==> src/rtl/risc_pkg.sv <==
// Shared definitions for the RISC pipeline front end.
// Holds the address and data widths, the default reset PC and the
// pc/instruction pair that travels from fetch to decode.
package risc_pkg;

  localparam int ADDR_W = 16;
  localparam int DATA_W = 16;

  localparam logic [ADDR_W-1:0] DEFAULT_RESET_PC = 16'h0000;

  // One fetched instruction together with the address it came from
  typedef struct packed {
    logic [ADDR_W-1:0] pc;
    logic [DATA_W-1:0] instr;
  } fetch_entry_t;

endpackage

==> src/rtl/fetch_queue.sv <==
// Two-entry in-order queue of fetch_entry_t between the memory response and
// decode. Entry 0 is always the head, so the head fields come straight off
// registers. A flush empties the queue; a head popped in the same cycle is
// still delivered because decode samples it before the clock edge.
module fetch_queue
  import risc_pkg::*;
(
  input  logic         clock,
  input  logic         reset_n,
  input  logic         i_push,
  input  fetch_entry_t i_entry,
  input  logic         i_pop,
  input  logic         i_flush,
  output fetch_entry_t o_head,
  output logic         o_valid,
  output logic [1:0]   o_occ
);

  logic         r_v0;
  logic         r_v1;
  fetch_entry_t r_e0;
  fetch_entry_t r_e1;
  logic         w_pop;

  // A pop only takes effect when there is something at the head
  assign w_pop = i_pop & r_v0;

  // Entry storage and valid flags; the second entry only holds data while the
  // first is occupied, so the occupancy never has holes
  always_ff @(posedge clock or negedge reset_n) begin
    if (!reset_n) begin
      r_v0 <= 1'b0;
      r_v1 <= 1'b0;
      r_e0 <= '0;
      r_e1 <= '0;
    end else if (i_flush) begin
      r_v0 <= 1'b0;
      r_v1 <= 1'b0;
    end else begin
      case ({w_pop, i_push})
        2'b11: begin
          if (r_v1) begin
            r_e0 <= r_e1;
            r_e1 <= i_entry;
          end else begin
            r_e0 <= i_entry;
          end
        end
        2'b10: begin
          if (r_v1) begin
            r_e0 <= r_e1;
          end
          r_v0 <= r_v1;
          r_v1 <= 1'b0;
        end
        2'b01: begin
          if (!r_v0) begin
            r_e0 <= i_entry;
            r_v0 <= 1'b1;
          end else begin
            r_e1 <= i_entry;
            r_v1 <= 1'b1;
          end
        end
        default: begin
        end
      endcase
    end
  end

  assign o_head  = r_e0;
  assign o_valid = r_v0;
  assign o_occ   = {r_v1, r_v0 & ~r_v1};

endmodule

==> src/rtl/instruction_fetch.sv <==
// Fetch stage: owns the PC, drives the instruction memory address, collects
// the word returned one cycle later into a two-entry queue and hands
// pc/instruction pairs to decode over a valid/ready handshake. A taken branch
// redirects the PC and discards everything not already accepted by decode.
// Optional feature: define FETCH_PERF_CNT_EN to add the stall_cycles counter
// (cycles where decode holds back a valid head, saturating at 16'hFFFF).
module instruction_fetch
  import risc_pkg::*;
#(
  parameter int                ADDR_W   = risc_pkg::ADDR_W,
  parameter int                DATA_W   = risc_pkg::DATA_W,
  parameter logic [ADDR_W-1:0] RESET_PC = risc_pkg::DEFAULT_RESET_PC
) (
  input  logic              clock,
  input  logic              reset_n,
  input  logic              fetch_en,
  output logic [ADDR_W-1:0] instr_addr,
  input  logic [DATA_W-1:0] instr_data,
  input  logic              br_taken,
  input  logic [ADDR_W-1:0] br_target,
  output logic              out_valid,
  input  logic              out_ready,
  output logic [DATA_W-1:0] out_instr,
  output logic [ADDR_W-1:0] out_pc
`ifdef FETCH_PERF_CNT_EN
  ,
  output logic [15:0]       stall_cycles
`endif
);

  logic [ADDR_W-1:0] r_pc;
  logic              r_inflight_valid;
  logic [ADDR_W-1:0] r_inflight_pc;

  logic              w_arrive;
  logic              w_fire;
  logic              w_issue;
  logic [1:0]        w_occ;
  logic [2:0]        w_occ_next;
  fetch_entry_t      w_push_entry;
  fetch_entry_t      w_head;

  // The response landing this cycle is dropped if a branch redirects
  assign w_arrive = r_inflight_valid & ~br_taken;
  assign w_fire   = out_valid & out_ready;

  // Only issue when the response of this request is sure to find a free slot
  assign w_occ_next = {1'b0, w_occ} + {2'b00, w_arrive} - {2'b00, w_fire};
  assign w_issue    = fetch_en & ~br_taken & (w_occ_next < 3'd2);

  assign w_push_entry = '{pc: r_inflight_pc, instr: instr_data};

  // PC and in-flight tracking; a branch wins over any issue in its cycle
  always_ff @(posedge clock or negedge reset_n) begin
    if (!reset_n) begin
      r_pc             <= RESET_PC;
      r_inflight_valid <= 1'b0;
      r_inflight_pc    <= '0;
    end else if (br_taken) begin
      r_pc             <= br_target;
      r_inflight_valid <= 1'b0;
    end else if (w_issue) begin
      r_inflight_valid <= 1'b1;
      r_inflight_pc    <= r_pc;
      r_pc             <= r_pc + 1'b1;
    end else begin
      r_inflight_valid <= 1'b0;
    end
  end

  fetch_queue u_queue (
    .clock   (clock),
    .reset_n (reset_n),
    .i_push  (w_arrive),
    .i_entry (w_push_entry),
    .i_pop   (out_ready),
    .i_flush (br_taken),
    .o_head  (w_head),
    .o_valid (out_valid),
    .o_occ   (w_occ)
  );

  assign instr_addr = r_pc;
  assign out_instr  = w_head.instr;
  assign out_pc     = w_head.pc;

`ifdef FETCH_PERF_CNT_EN
  logic [15:0] r_stall_cycles;

  // Count cycles where decode refuses a valid head, holding at the maximum
  always_ff @(posedge clock or negedge reset_n) begin
    if (!reset_n) begin
      r_stall_cycles <= 16'd0;
    end else if (out_valid && !out_ready && (r_stall_cycles != 16'hFFFF)) begin
      r_stall_cycles <= r_stall_cycles + 16'd1;
    end
  end

  assign stall_cycles = r_stall_cycles;
`endif

endmodule

==> config.mk <==
export PLATFORM = sky130hd
export DESIGN_NAME = instruction_fetch
export DESIGN_NICKNAME = d
export VERILOG_FILES = /design/src/rtl/risc_pkg.sv /design/src/rtl/fetch_queue.sv /design/src/rtl/instruction_fetch.sv
export SDC_FILE = /design/constraint.sdc
export NUM_CORES = 1
export LEC_CHECK = 0
export ABC_CLOCK_PERIOD_IN_PS = 3200
export CAP_MARGIN = 20
export CORE_UTILIZATION = 50
export DETAILED_ROUTE_END_ITERATION = 7
export DONT_BUFFER_PORTS = 1
export PLACE_DENSITY = 0.78
export SYNTH_ARGS = -nofsm -noshare
export SYNTH_HDL_FRONTEND = slang
export SYNTH_SLANG_ARGS = --single-unit
==> constraint.sdc <==
create_clock -name clock -period 3.2 [get_ports clock]
set_input_delay 0.64 -clock clock [delete_from_list [all_inputs] [get_ports clock]]
set_output_delay 0.64 -clock clock [all_outputs]
set_load 0.01 [all_outputs]
---- Word level (Yosys, flattened, before mapping) ----
Cells that the tools add are included.
operators by class
  reductions and logical operators ........ 8
  mux-type cells .......................... 16
  add/sub/neg operators ................... 3
  equal/unequal tests ..................... 8
  magnitude comparators ................... 1
  bitwise gates (word level) .............. 7
operators by type and width
  cell                     number
  $mux W32                 5
  $pmux W32 S3             1
  $pmux W32 S2             1
  $mux W16                 2
  $add A16 B1 Y16 const B  1
  $reduce_and A4 Y1        2
  $ne A2 B1 Y1 const B     3
  $reduce_bool A3 Y1       2
  $and A1 B1 Y1            5
  $mux W1                  5
  $eq A2 B2 Y1 const B     2
  $pmux W1 S2              2
  $reduce_and A2 Y1        2
  $reduce_bool A2 Y1       2
  $add A2 B1 Y3            1
  $lt A3 B2 Y1 const B     1
  $ne A3 B2 Y1 const B     1
  $sub A3 B1 Y3            1
  $eq A2 B1 Y1 const B     1
  $ne A2 B2 Y1 const B     1
  $not A1 Y1               2
storage, ports and cells
  bits of input ports ..................... 37
  word-level logic and storage cells ...... 52
  register bits after elaboration ......... 99
  output and inout port bits .............. 49

---- Logic depth before layout (Yosys ltp) ----
Gate-level depths: netlist of the first run.
  depth in word-level cells ............... 8
  depth in mapped cells ................... 14
  mapped depth without buffers ............ 10

---- Modules after synthesis ----
A second synthesis of the first run with hierarchy kept.
second synthesis, totals
  cell total of the unflattened synthesis .. 458
  area, all modules ....................... 5282.6 um2
by module, submodules not included
  module             area each (um2)  seq. area each (um2)  instances  cells each
  fetch_queue        3606.0           1651.6                1          274
  instruction_fetch  1676.6           825.8                 1          184

---- Worst setup path after synthesis of the first run ----
OpenSTA, ideal clock, no wires.
  kind .................................... input -> register
  from .................................... input port br_taken
  to ...................................... register r_pc[9], in the netlist instr_addr[9]
  slack ................................... -486 ps
  path buffers ............................ 4
  required time ........................... 3074 ps
  stages .................................. 13
  library setup time ...................... 126 ps
  arrival time ............................ 3560 ps
  path through ............................ buf_6 nor2b_1 ha_1 clkbuf_1 clkbuf_1 nor2_1 nand2_1 fa_1 and3b_2 or4b_1 clkbuf_2 or2_4 a221o_1
between the ends
  cells in the longest elaborated chain, start to end .. 7
  elaborated cells on any way between the ends .. 9
  those cells by class .................... 2 x add/sub; 1 x order compare; 1 x mux; 4 x bitwise; 1 x reduce/logical
RTL lines
  what                          RTL line                 text
  start, declared               instruction_fetch.sv:19  input logic br_taken,
  $not A1 Y1 (no line)          --
  $and A1 B1 Y1                 instruction_fetch.sv:44  assign w_arrive = r_inflight_valid & ~br_taken;
  $add A2 B1 Y3                 instruction_fetch.sv:48  assign w_occ_next = {1'b0, w_occ} + {2'b00, w_arrive} - {2'b00, w_fire};
  $sub A3 B1 Y3                 instruction_fetch.sv:48
  $lt A3 B2 Y1                  instruction_fetch.sv:49  assign w_issue = fetch_en & ~br_taken & (w_occ_next < 3'd2);
  $and A1 B1 Y1                 instruction_fetch.sv:49
  $reduce_bool A2 Y1 (no line)  --
  end signal, assigned          instruction_fetch.sv:60  r_pc <= br_target;
  end signal, assigned          instruction_fetch.sv:65  r_pc <= r_pc + 1'b1;
  end, declared                 instruction_fetch.sv:31  logic [ADDR_W-1:0] r_pc;
Several ways; a longest one is shown, not always the timed one.
A chain may end at the register's enable or synchronous reset.

---- Worst setup path after layout of the first run ----
  from .................................... register r_inflight_valid
  to ...................................... register r_pc[9], in the netlist instr_addr[9]
between the ends
  cells in the longest elaborated chain, start to end .. 6
RTL lines
  what                          RTL line                 text
  start, declared               instruction_fetch.sv:32  logic r_inflight_valid;
  start signal, assigned        instruction_fetch.sv:57  r_inflight_valid <= 1'b0;
  start signal, assigned        instruction_fetch.sv:61  r_inflight_valid <= 1'b0;
  start signal, assigned        instruction_fetch.sv:63  r_inflight_valid <= 1'b1;
  $and A1 B1 Y1                 instruction_fetch.sv:44
  $add A2 B1 Y3                 instruction_fetch.sv:48
  $sub A3 B1 Y3                 instruction_fetch.sv:48
  $lt A3 B2 Y1                  instruction_fetch.sv:49
  $and A1 B1 Y1                 instruction_fetch.sv:49
  $reduce_bool A2 Y1 (no line)  --
Every way passes these cells.

==> metrics.md, run 1 <==
| Metric | Value |
|---|---|
| Status | finished, final reports clean |
| Vias per cell | 6.39 |
| Final setup TNS | 0 ps |
| Layout overhead on the synthesized area | 7.78% |
| Power share of the combinational group | roughly 16% |
| Initial DRC Count | 283 |
| Critical R2R Launch | r_inflight_valid |
| Die Y | 101 um |
| Setup violators final | 0 |
| Power Internal | 2.36 mW |
| Vias in the first global route | ~3,300 |
| Remaining global-route overflow | 0 |
| RR Endpoint | instr_addr[9] |
| Worst hold margin | 164 ps |
| Clock Skew | 11.4 ps |
| Asr flop ratio synth | 100% |
| Crit path DAT | 3120 ps |
| Area of the die | 10,300 um2 |
| Share of the synthesized area in the top cell type | 50.2% |
| Worst rel slew slack | 55.9% |
| Worst slack, placed | 61.8 ps |
| Switch share | 30.4% |
| Wirelength per Cell | 18.9 um |
| Synth area leader | dfrtp_1 |
| Final wirelength | 10.2 mm |
| Via count | 3,445 |
| CTS max path bufs | 2 |
| Worst Setup SP | r_inflight_valid |
| CTS tree | yes |
| Pwr Density | 638 nW/um2 |
| DP HPWL | 6.67 mm |
| Flop pwr share | 58.2% |
| PnR worst setup slack | 340 ps |
| Placed Instances | between 500 and 600 |
| Synthesized Nets | ~460 |
| Post-synth top flop | dfrtp_1 |
| Synth Cell Area | between 4000 and 5000 um2 |
| Worst-path fanout max | 5 |
| N_diodes | 0 |
| CTS root buf | clkbuf_8 |
| Sw power | about 1.0 mW |
| Least-Margin Pin Slew | 662 ps |
| Post-CTS Setup Bufs | 0 |
| Hold WC Path Type | in2async |
| Row count | 35 |
| Worst setup SP type | register |
| Peak supply drop | 328 uV |
| Final min period | roughly 2900 ps |
| Final Hold Fails | 0 |
| Clk pwr share | around 26% |
| H-tree levels | 3 |
| Total Nets Final | 449 |
| I/O Pins | 86 |
| Inserted Clock Buffers | 9 |
| Register area share after synthesis | 50.2% |
| Share of layout cells above drive strength 1 | 20.5% |
| FF-to-FF path depth | 9 |
| DP Area | 5080 um2 |
| Count of cell types in the netlist | 43 |
| Gate count after technology mapping | between 400 and 500 |
| CP endpoint | instr_addr[9] |
| Post-synth EDFFs | 0 |
| Post-Layout Cell Count | 539 |
| Final Cell Area | 5320 um2 |
| Post-synth top cells | dfrtp_1, mux2_2, mux2i_1 |
| Antenna Violating Nets Remaining | 0 |
| Core area | between 9000 and 10,000 um2 |
| Largest net degree at the start of global routing | 100 |
| Residual DRC count | 0 |
| Max Cap Viol | 0 |
| R2r setup slk | 340 ps |
| Final GP Congestion | roughly 0.89 |
| Starting density of the core | approximately 52% |
| Achievable Freq | 350 MHz |
| First-pass GRT wire length | ~17 mm |
| Endpoint class of the critical path | register |
| Top-count cell post-synth | dfrtp_1 |
| Worst-Skew Late Latency | 360 ps |
| Tot GR Track Use | 21.0% |
| Syn Area/Cell | 11.8 um2 |
| Pwr Total | 3.39 mW |
| Initial DRT Pass Iterations | 4 |
| Leak Pwr | 2.32 nW |
| Die width | 101 um |
| Critical path class | reg2reg |
| Port Buffers | 0 |
| Clk sinks | 99 |
| Worst Path Required | about 3500 ps |
| Synth area leaders | dfrtp_1, mux2_2, mux2i_1 |
| Number of fill cells | 777 |
| Setup repair after global routing missed its margin | no |
| Final period utilization | 89.4% |
| Fin. max-slew vios | 0 |
| Reg clk slew, reported paths | 100 ps |
| Number of antenna violations at the first check in global routing | 0 |
| Layout Utilization | between 50% and 60% |
| Yosys reg bits | 99 |
| Synthesis warning total | 0 |
-- final cells by class --
cell class	instances	area, um2	share of cell area, %
clock buffer	10	128	2.40
clock inverter	6	90.1	1.69
inverter	10	37.5	0.705
multi-input combinational	274	2310	43.4
sequential	99	2480	46.6
tap	129	161	3.03
timing repair buffer	11	115	2.16
-- worst max-delay path: stages (launching register included) --
cell	delay [ps]
dfrtp_1	340
nor2b_4	230
ha_4	230
nor2_1	90
nand2_1	70
fa_1	500
and3b_2	200
or4b_1	530
or2_4	280
a221o_1	290
-- worst min path at each step --
stage,startpoint,end,slack (ps),cells after the start
floorplan,reset_n,instr_addr[0],340,0
global placement,reset_n,u_queue.o_head[9],350,0
detailed placement,reset_n,u_queue.o_head[9],350,0
CTS,reset_n,u_queue.o_head[9],200,1
global route,reset_n,u_queue.o_head[10],200,1
finish,reset_n,u_queue.o_head[10],160,1
-- layer usage --
| layer | track usage [%] | up-vias | part of all wire (%) |
|---|---|---|---|
| li1 | - | 1576 | - |
| met1 | 29.0 | 1727 | 46 |
| met2 | 30.9 | 133 | 44 |
| met3 | 7.32 | 9 | 9.0 |
| met4 | 6.58 | 0 | 1.0 |
| met5 | 0 | - | 0 |
-- state kept, by name, indices dropped and copies added, names as in the netlist --
name and flops:
u_queue.o_head 32, u_queue.r_e1 32, instr_addr 16, r_inflight_pc 16, r_inflight_valid 1, u_queue.o_valid 1
u_queue.r_v1 1
-- cell families (layout without fill, tap and decap cells) --
group / Yosys count / after routing / synth area share, %
AO/OA/AOI/OAI: 125 / 125 / 19.6
AND/OR/NAND/NOR: 55 / 55 / 5.78
adder cells (fa/ha/maj): 7 / 7 / 1.93
flip-flops: 99 / 99 / 50.2
multiplexers: 81 / 81 / 17.6
XOR/XNOR: 6 / 6 / 1.06
buffers and inverters: 45 / 37 / 3.78
-- what timing repair did --
action | in CTS | in global routing
hold buffers | 1 | 0
gates resized for setup | 0 | 0
endpoints found under the setup margin | 0 | 0
hold endpoints to repair | 99 | 0
-- power by group through the flow --
stage | logic, mW | clock network [mW] | registers, mW
detailed placement | 0.520 | 0 | 2.00
floorplan | 0.461 | 0 | 1.90
finish | 0.541 | 0.878 | 1.97
CTS | 0.550 | 0.895 | 1.97
global placement | 0.492 | 0 | 1.97
global route | 0.603 | 0.959 | 2.03
-- cell usage in the layout, fill, tap and decap left out, drive strengths merged, types with 3 or more instances in the layout --
cell	Yosys	routed
o311ai	9	9
a211oi	31	31
ha	6	6
a221oi	31	31
inv	10	10
clkinv	0	3
mux2i	33	33
xnor2	5	5
a21o	31	31
nand2	24	24
clkbuf	26	10
dfrtp	99	99
buf	9	11
o21ai	8	8
mux2	48	48
a31o	3	3
o211ai	4	4
nand3	5	5
and3	3	3
nand4	4	4
nor4	3	3
nor2	5	5
No activity file was read; power rests on OpenSTA's default activity.
==> run 2: changes to the inputs <==
--- a/config.mk
+++ b/config.mk
@@ -5,12 +5,13 @@
 export SDC_FILE = /design/constraint.sdc
 export NUM_CORES = 1
 export LEC_CHECK = 0
-export ABC_CLOCK_PERIOD_IN_PS = 3200
+export ABC_CLOCK_PERIOD_IN_PS = 3620
 export CAP_MARGIN = 20
 export CORE_UTILIZATION = 50
 export DETAILED_ROUTE_END_ITERATION = 7
 export DONT_BUFFER_PORTS = 1
-export PLACE_DENSITY = 0.78
+export PLACE_DENSITY = 0.75
 export SYNTH_ARGS = -nofsm -noshare
 export SYNTH_HDL_FRONTEND = slang
+export SYNTH_HIERARCHICAL = 1
 export SYNTH_SLANG_ARGS = --single-unit
==> constraint.sdc (replaced) <==
create_clock -name clock -period 3.62 [get_ports clock]
set_input_delay 0.724 -clock clock [delete_from_list [all_inputs] [get_ports clock]]
set_output_delay 0.724 -clock clock [all_outputs]
set_load 0.01 [all_outputs]
==> metrics.md, run 2 <==
| Metric | Value |
|---|---|
| Residual DRC count | 0 (unchanged) |
| Fin. max-slew vios | 0 (unchanged) |
| Number of antenna violations at the first check in global routing | 0 (unchanged) |
| Leak Pwr | 2.44 nW (was 2.32 nW) |
| Pwr Total | 3.17 mW (was 3.39 mW) |
| Power Internal | 2.21 mW (was 2.36 mW) |
| Vias per cell | 6.18 (was 6.39) |
| Total Nets Final | 486 (was 449) |
| I/O Pins | 86 (unchanged) |
| Post-synth EDFFs | 0 (unchanged) |
| Die Y | 105 um (was 101 um) |
| Final GP Congestion | 0.855 (was 0.889) |
| R2r setup slk | 580 ps (was 340 ps) |
| Initial DRC Count | 202 (was 283) |
| Setup violators final | 0 (unchanged) |
| Placed Instances | 566 (was 522) |
| Status | finished, final reports clean (unchanged) |
| Hold Buf Count CTS | 0 (was 1) |
| Pwr Density | 571 nW/um2 (was 638 nW/um2) |
| RR Endpoint | instr_addr[13] (was instr_addr[9]) |
| Asr flop ratio synth | 100% (unchanged) |
| Share of layout cells above drive strength 1 | 22.0% (was 20.5%) |
| Switch share | 30.1% (was 30.4%) |
| Area of the die | 11,000 um2 (was 10,300 um2) |
| Via count | 3,597 (was 3,445) |
| Worst-path fanout max | 8 (was 5) |
| Largest family of logic cells by synthesized area | multiplexers (was compound AO/OA/AOI/OAI gates) |
| Synthesized Nets | 503 (was 462) |
| Critical path class | reg2reg (unchanged) |
| Clock Skew | 11.5 ps (was 11.4 ps) |
| Post-synthesis simple-gate area fraction | 9.33% (was 5.78%) |
| Power share of the combinational group | 18.2% (was 15.9%) |
| Final period utilization | 84.0% (was 89.4%) |
| CTS tree | yes (unchanged) |
| FF-to-FF path depth | 9 (unchanged) |
| Hold WC Path Type | in2async (unchanged) |
| Layout Utilization | 53.9% (was 56.5%) |
| Clk sinks | 99 (unchanged) |
| Post-CTS resize count | 0 (unchanged) |
| DP Area | 5310 um2 (was 5080 um2) |
| Row count | 37 (was 35) |
| Top-count cell post-synth | dfrtp_1 (unchanged) |
| Sw power | 0.954 mW (was 1.03 mW) |
| Final Hold Fails | 0 (unchanged) |
| Register area share after synthesis | 46.9% (was 50.2%) |
| Met2 WL post-DR | 5.43 mm (was 4.49 mm) |
| N_diodes | 0 (unchanged) |
| Synth area leader | dfrtp_1 (unchanged) |
| Worst setup SP type | register (unchanged) |
| Tot GR Track Use | 21.2% (was 21.0%) |
| Yosys reg bits | 99 (unchanged) |
| Setup repair after global routing missed its margin | no (unchanged) |
| Critical R2R Launch | u_queue/o_valid (was r_inflight_valid) |
| Starting density of the core | 51.4% (was 52.4%) |
| Remaining global-route overflow | 0 (unchanged) |
| Wirelength per Cell | 18.9 um (about the same) |
| Max Used Layer | met4 (unchanged) |
| Peak supply drop | 293 uV (was 328 uV) |
| Post-synth top flop | dfrtp_1 (unchanged) |
| Final setup TNS | 0 ps (unchanged) |
| Final min period | 3040 ps (was 2860 ps) |
| Mux share of post-synthesis cell area | 23.1% (was 17.6%) |
| First-pass GRT wire length | 18.8 mm (was 16.7 mm) |
| Most frequent cells in the layout | dfrtp_1, nand2_1, mux2i_1, a21oi_1, mux2_2 (was dfrtp_1, mux2_2, mux2i_1) |
| Gate count after technology mapping | 458 (was 418) |
| Share of the synthesized area in the top cell type | 46.9% (was 50.2%) |
| Least-Margin Pin Slew | 711 ps (was 662 ps) |
| Synth Area in Compound Gates | 13.0% (was 19.6%) |
| Post-CTS Setup Bufs | 0 (unchanged) |
| Endpoint class of the critical path | register (unchanged) |
| Die width | 105 um (was 101 um) |
| Port Buffers | 0 (unchanged) |
| Clk pwr share | 25.7% (was 25.9%) |
| Reg clk slew, reported paths | 100 ps (about the same) |
| Largest net degree at the start of global routing | 100 (unchanged) |
| H-tree levels | 3 (unchanged) |
| DP HPWL | 7.23 mm (was 6.67 mm) |
| Worst rel slew slack | 52.6% (was 55.9%) |
| Antenna Violating Nets Remaining | 0 (unchanged) |
| Adder-cell area share of the yosys netlist | 2.04% (was 1.93%) |
| Worst-Skew Late Latency | 360 ps (about the same) |
| Layout overhead on the synthesized area | 4.95% (was 7.78%) |
| Post-Layout Cell Count | 582 (was 539) |
| Worst Path Required | 3860 ps (was 3460 ps) |
| Synth Area in XOR/XNOR | 0.640% (was 1.06%) |
| Final wirelength | 11.0 mm (was 10.2 mm) |
| Post-synth top cells | dfrtp_1, nand2_1, a21oi_1, mux2i_1, mux2_2 (was dfrtp_1, mux2_2, mux2i_1) |
| Inserted Clock Buffers | 9 (unchanged) |
| Crit path DAT | 3280 ps (was 3120 ps) |
| Achievable Freq | 329 MHz (was 350 MHz) |
| Syn Area/Cell | 11.5 um2 (was 11.8 um2) |
| Wire length on met3 | 830 um (was 917 um) |
| Initial DRT Pass Iterations | 4 (unchanged) |
| Count of cell types in the netlist | 51 (was 43) |
| Synthesis warning total | 6 (was 0) |
| Max Cap Viol | 0 (unchanged) |
| Final Cell Area | 5540 um2 (was 5320 um2) |
| Met1 Wirelength | 4.70 mm (was 4.67 mm) |
| Flop pwr share | 56.0% (was 58.2%) |
| Synth area leaders | dfrtp_1, mux2_4, mux2_2 (was dfrtp_1, mux2_2, mux2i_1) |
| Commonest non-fill, non-tap cell in the layout | dfrtp_1 (unchanged) |
| CTS max path bufs | 2 (unchanged) |
| Synth Cell Area | 5280 um2 (was 4940 um2) |
| Vias in the first global route | 3,740 (was 3,277) |
| Core area | 10,300 um2 (was 9420 um2) |
| CTS root buf | clkbuf_8 (unchanged) |
## run 2: cell types whose count changed after synthesis, sizes merged, moves of 17 or more
cell,before,now
nand2,24,62
a21oi,2,36
a21o,31,1
a211oi,31,2
buf,9,27
mux2,48,66
clkbuf,26,9
## run 2: cell families after synthesis
| kind of cell | count (synthesis) |
|---|---|
| muxes | 102 |
| xor gates and xnor gates | 3 |
| buffers and inverters | 46 |
| DFF | 99 |
| AOI/OAI and AO/OA | 98 |
| adders and majority gates | 8 |
| and+or+nand+nor | 102 |
## run 2: area by class of cell
cell class | count | area [um2]
tap | 136 | 170
fill | 904 | 4730
multi-input combinational | 313 | 2550
clock buffer | 10 | 138
inverter | 10 | 37.5
clock inverter | 6 | 95.1
sequential | 99 | 2480
timing repair buffer | 8 | 72.6
## run 2: through the flow
stage | setup slack [ps] | hold slack, ps
floorplan | 620 | 428
global placement | 619 | 430
detailed placement | 554 | 430
CTS | 608 | 20.2
global route | 376 | 11.2
finish | 579 | 41.4
## run 2: worst max path at each step
| stage | from | end | cells past startpoint |
|---|---|---|---|
| floorplan | u_queue/r_v1 | instr_addr[14] | 11 |
| global placement | out_ready | instr_addr[14] | 8 |
| detailed placement | out_ready | instr_addr[14] | 8 |
| CTS | u_queue/o_valid | instr_addr[15] | 9 |
| global route | u_queue/o_valid | instr_addr[13] | 9 |
| finish | u_queue/o_valid | instr_addr[13] | 9 |
## run 2: routing by layer
layer  track usage [%]  vias up
li1                  -     1652
met5                 0        -
met1              26.1     1826
met3              6.80        6
met2              36.0      113
met4              4.93        0
## run 2: power groups by stage
stage | Combinational, mW | Clock [mW] | Sequential [mW]
after CTS | 0.583 | 0.843 | 1.78
after global routing | 0.640 | 0.876 | 1.82
after detailed placement | 0.580 | 0 | 1.80
after floorplan | 0.524 | 0 | 1.71
final | 0.578 | 0.814 | 1.78
after global placement | 0.557 | 0 | 1.78
## run 2: worst max-delay path: stages, from the launching register on
cell	delay (ps)
dfrtp_1	580
nor2b_1	180
inv_1	50
ha_1	270
nand2b_1	150
fa_1	520
and3b_2	230
nand4_1	260
or2_2	400
o311ai_1	290
==> run 3: changes to the inputs <==
--- a/config.mk
+++ b/config.mk
@@ -5,7 +5,7 @@
 export SDC_FILE = /design/constraint.sdc
 export NUM_CORES = 1
 export LEC_CHECK = 0
-export ABC_CLOCK_PERIOD_IN_PS = 3620
+export ABC_CLOCK_PERIOD_IN_PS = 2800
 export CAP_MARGIN = 20
 export CORE_UTILIZATION = 50
 export DETAILED_ROUTE_END_ITERATION = 7
==> constraint.sdc (replaced) <==
create_clock -name clock -period 2.8 [get_ports clock]
set_input_delay 0.56 -clock clock [delete_from_list [all_inputs] [get_ports clock]]
set_output_delay 0.56 -clock clock [all_outputs]
set_load 0.01 [all_outputs]
==> metrics.md, run 3 (synthesis results as in run 2) <==
| Metric | Value |
|---|---|
| Antenna Violating Nets Remaining | 0 (unchanged) |
| Final wirelength | 11.0 mm (about the same) |
| Remaining global-route overflow | 0 (unchanged) |
| Multi-input gate area | 2560 um2 (was 2550 um2) |
| Tot GR Track Use | 21.4% (was 21.2%) |
| Worst rel slew slack | 52.2% (was 52.6%) |
| N_diodes | 0 (unchanged) |
| Post-CTS Setup Bufs | 0 (unchanged) |
| Critical path's largest stage delay | 550 ps (was 580 ps) |
| Crit path DAT | 2950 ps (was 3280 ps) |
| Endpoint class of the critical path | register (unchanged) |
| Total Nets Final | 491 (was 486) |
| Crit path buf inv count | 0 (was 1) |
| Most frequent cells in the layout | dfrtp_1, nand2_1, mux2i_1, a21oi_1, mux2_2 (unchanged) |
| Failing checks | hold timing |
| Initial DRC Count | 157 (was 202) |
| Area of the die | 11,000 um2 (unchanged) |
| Share of layout cells above drive strength 1 | 23.1% (was 22.0%) |
| Placed Instances | 571 (was 566) |
| Post-Layout Cell Count | 587 (was 582) |
| Worst-path cell chain | and2_1, ha_1, nand2b_4, fa_1, and3b_2, nand2_2, or4_4, mux2_4 (was nor2b_1, inv_1, ha_1, nand2b_1, fa_1, and3b_2, nand4_1, or2_2, o311ai_1) |
| Number of fill cells | 880 (was 904) |
| Via count | 3,636 (was 3,597) |
| Commonest non-fill, non-tap cell in the layout | dfrtp_1 (unchanged) |
| DP HPWL | 7.27 mm (was 7.23 mm) |
| Clock Skew | 12.7 ps (was 11.5 ps) |
| Final GP Congestion | 0.825 (was 0.855) |
| Pwr Total | 4.09 mW (was 3.17 mW) |
| Crit-path slowest cell | fa_1 (was dfrtp_1) |
| Reg clk slew, reported paths | 100 ps (about the same) |
| Die width | 105 um (unchanged) |
| Leak Pwr | 2.48 nW (was 2.44 nW) |
| CTS tree | yes (unchanged) |
| Max Cap Viol | 0 (unchanged) |
| Critical path class | reg2reg (unchanged) |
| Core area | 10,300 um2 (unchanged) |
| Residual DRC count | 0 (unchanged) |
| Starting density of the core | 51.4% (unchanged) |
| Layout overhead on the synthesized area | 6.32% (was 4.95%) |
| First-pass GRT wire length | 19.0 mm (was 18.8 mm) |
| Register area | 2480 um2 (unchanged) |
| Setup repair after global routing missed its margin | no (unchanged) |
| Port Buffers | 0 (unchanged) |
| Hold WC Path Type | in2async (unchanged) |
| Setup violators final | 0 (unchanged) |
| Row count | 37 (unchanged) |
| H-tree levels | 3 (unchanged) |
| Status | finished, violations left (was finished, final reports clean) |
| Fin. max-slew vios | 0 (unchanged) |
| Least-Margin Pin Slew | 714 ps (was 711 ps) |
| Vias in the first global route | 3,723 (was 3,740) |
| Vias per cell | 6.19 (was 6.18) |
| Final setup TNS | 0 ps (unchanged) |
| Final period utilization | 96.9% (was 84.0%) |
| Worst-path fanout max | 4 (was 8) |
| Wirelength per Cell | 18.8 um (was 18.9 um) |
| Clk sinks | 99 (unchanged) |
| Initial DRT Pass Iterations | 4 (unchanged) |
| Worst Path Required | 3040 ps (was 3860 ps) |
| Critical path's top delay family | simple AND/OR/NAND/NOR gates (unchanged) |
| Worst hold margin | -117 ps (was 41.4 ps) |
| Number of antenna violations at the first check in global routing | 0 (unchanged) |
| Worst setup SP type | register (unchanged) |
| Final Hold Fails | 99 (was 0) |
| Die Y | 105 um (unchanged) |
| I/O Pins | 86 (unchanged) |
| Final min period | 2710 ps (was 3040 ps) |
| CTS max path bufs | 2 (unchanged) |
| Achievable Freq | 369 MHz (was 329 MHz) |
| Largest net degree at the start of global routing | 100 (unchanged) |
| Worst-Skew Late Latency | 360 ps (about the same) |
| Pwr Density | 729 nW/um2 (was 571 nW/um2) |
| Peak supply drop | 349 uV (was 293 uV) |
| CTS root buf | clkbuf_8 (unchanged) |
| Inserted Clock Buffers | 9 (unchanged) |
-- run 3: cell types whose count changed in the layout (fill, tap and decap cells not counted), moves of 2 or more --
cell        before  now
clkinv_4         2    0
buf_4            7   10
clkinvlp_4       0    2
buf_12           1    3
-- run 3: power by group --
part	leakage [nW]	switching, mW	internal [mW]	total [mW]
Clock	0.111	0.500	0.537	1.04
Sequential	1.22	0.450	1.84	2.29
Combinational	1.14	0.272	0.495	0.767
-- run 3: worst reg2reg max path: cells and delay by family (launching register included) --
family / cells / cell delay (ps)
simple gates: 5 / 1060
fa+ha+maj: 2 / 840
mux: 1 / 300
flops: 1 / 410
-- run 3: area by class of cell --
cell class	instances	share of cell area (%)
Clock buffer	10	2.45
Clock inverter	6	1.69
Inverter	10	0.668
Multi-Input combinational cell	313	45.6
Sequential cell	99	44.1
Tap cell	136	3.03
Timing Repair Buffer	13	2.41
-- run 3: metrics by stage --
step	utilization [%]	setup WS [ps]	instance area, um2
floorplan	-	-37.9	5300
global placement	52.4	38.6	5380
detailed placement	52.4	-25.0	5380
CTS	54.6	77.5	5610
global route	54.7	9.58	5620
finish	54.7	87.3	5620
-- run 3: layer usage --
| layer | routed length [um] | vias up | global-route usage, % |
|---|---|---|---|
| li1 | - | 1665 | - |
| met1 | 4770 | 1842 | 27.2 |
| met2 | 5380 | 118 | 35.3 |
| met3 | 773 | 11 | 6.92 |
| met4 | 88 | 0 | 4.93 |
| met5 | 0 | - | 0 |
-- run 3: timing repair --
| action | CTS | global route |
|---|---|---|
| endpoints found under the hold margin | 99 | 99 |
| endpoints found under the setup margin | 0 | 2 |
| gates resized for setup | 0 | 2 |
-- run 3: final timing paths --
kind / cells past startpoint / startpoint / slack [ps] / endpoint
worst min register to register: 1 / u_queue/r_e1[15] / 530 / u_queue/r_e1[15]
worst min-delay path: 0 / reset_n / -120 / u_queue/o_head[3]
max in group asynchronous: 0 / reset_n / 2770 / u_queue/o_head[18]
worst max register to register: 8 / u_queue/o_valid / 90 / instr_addr[14]
worst max-delay path: 8 / u_queue/o_valid / 90 / instr_addr[14]
min in group clock: 1 / br_taken / 270 / u_queue/r_v1
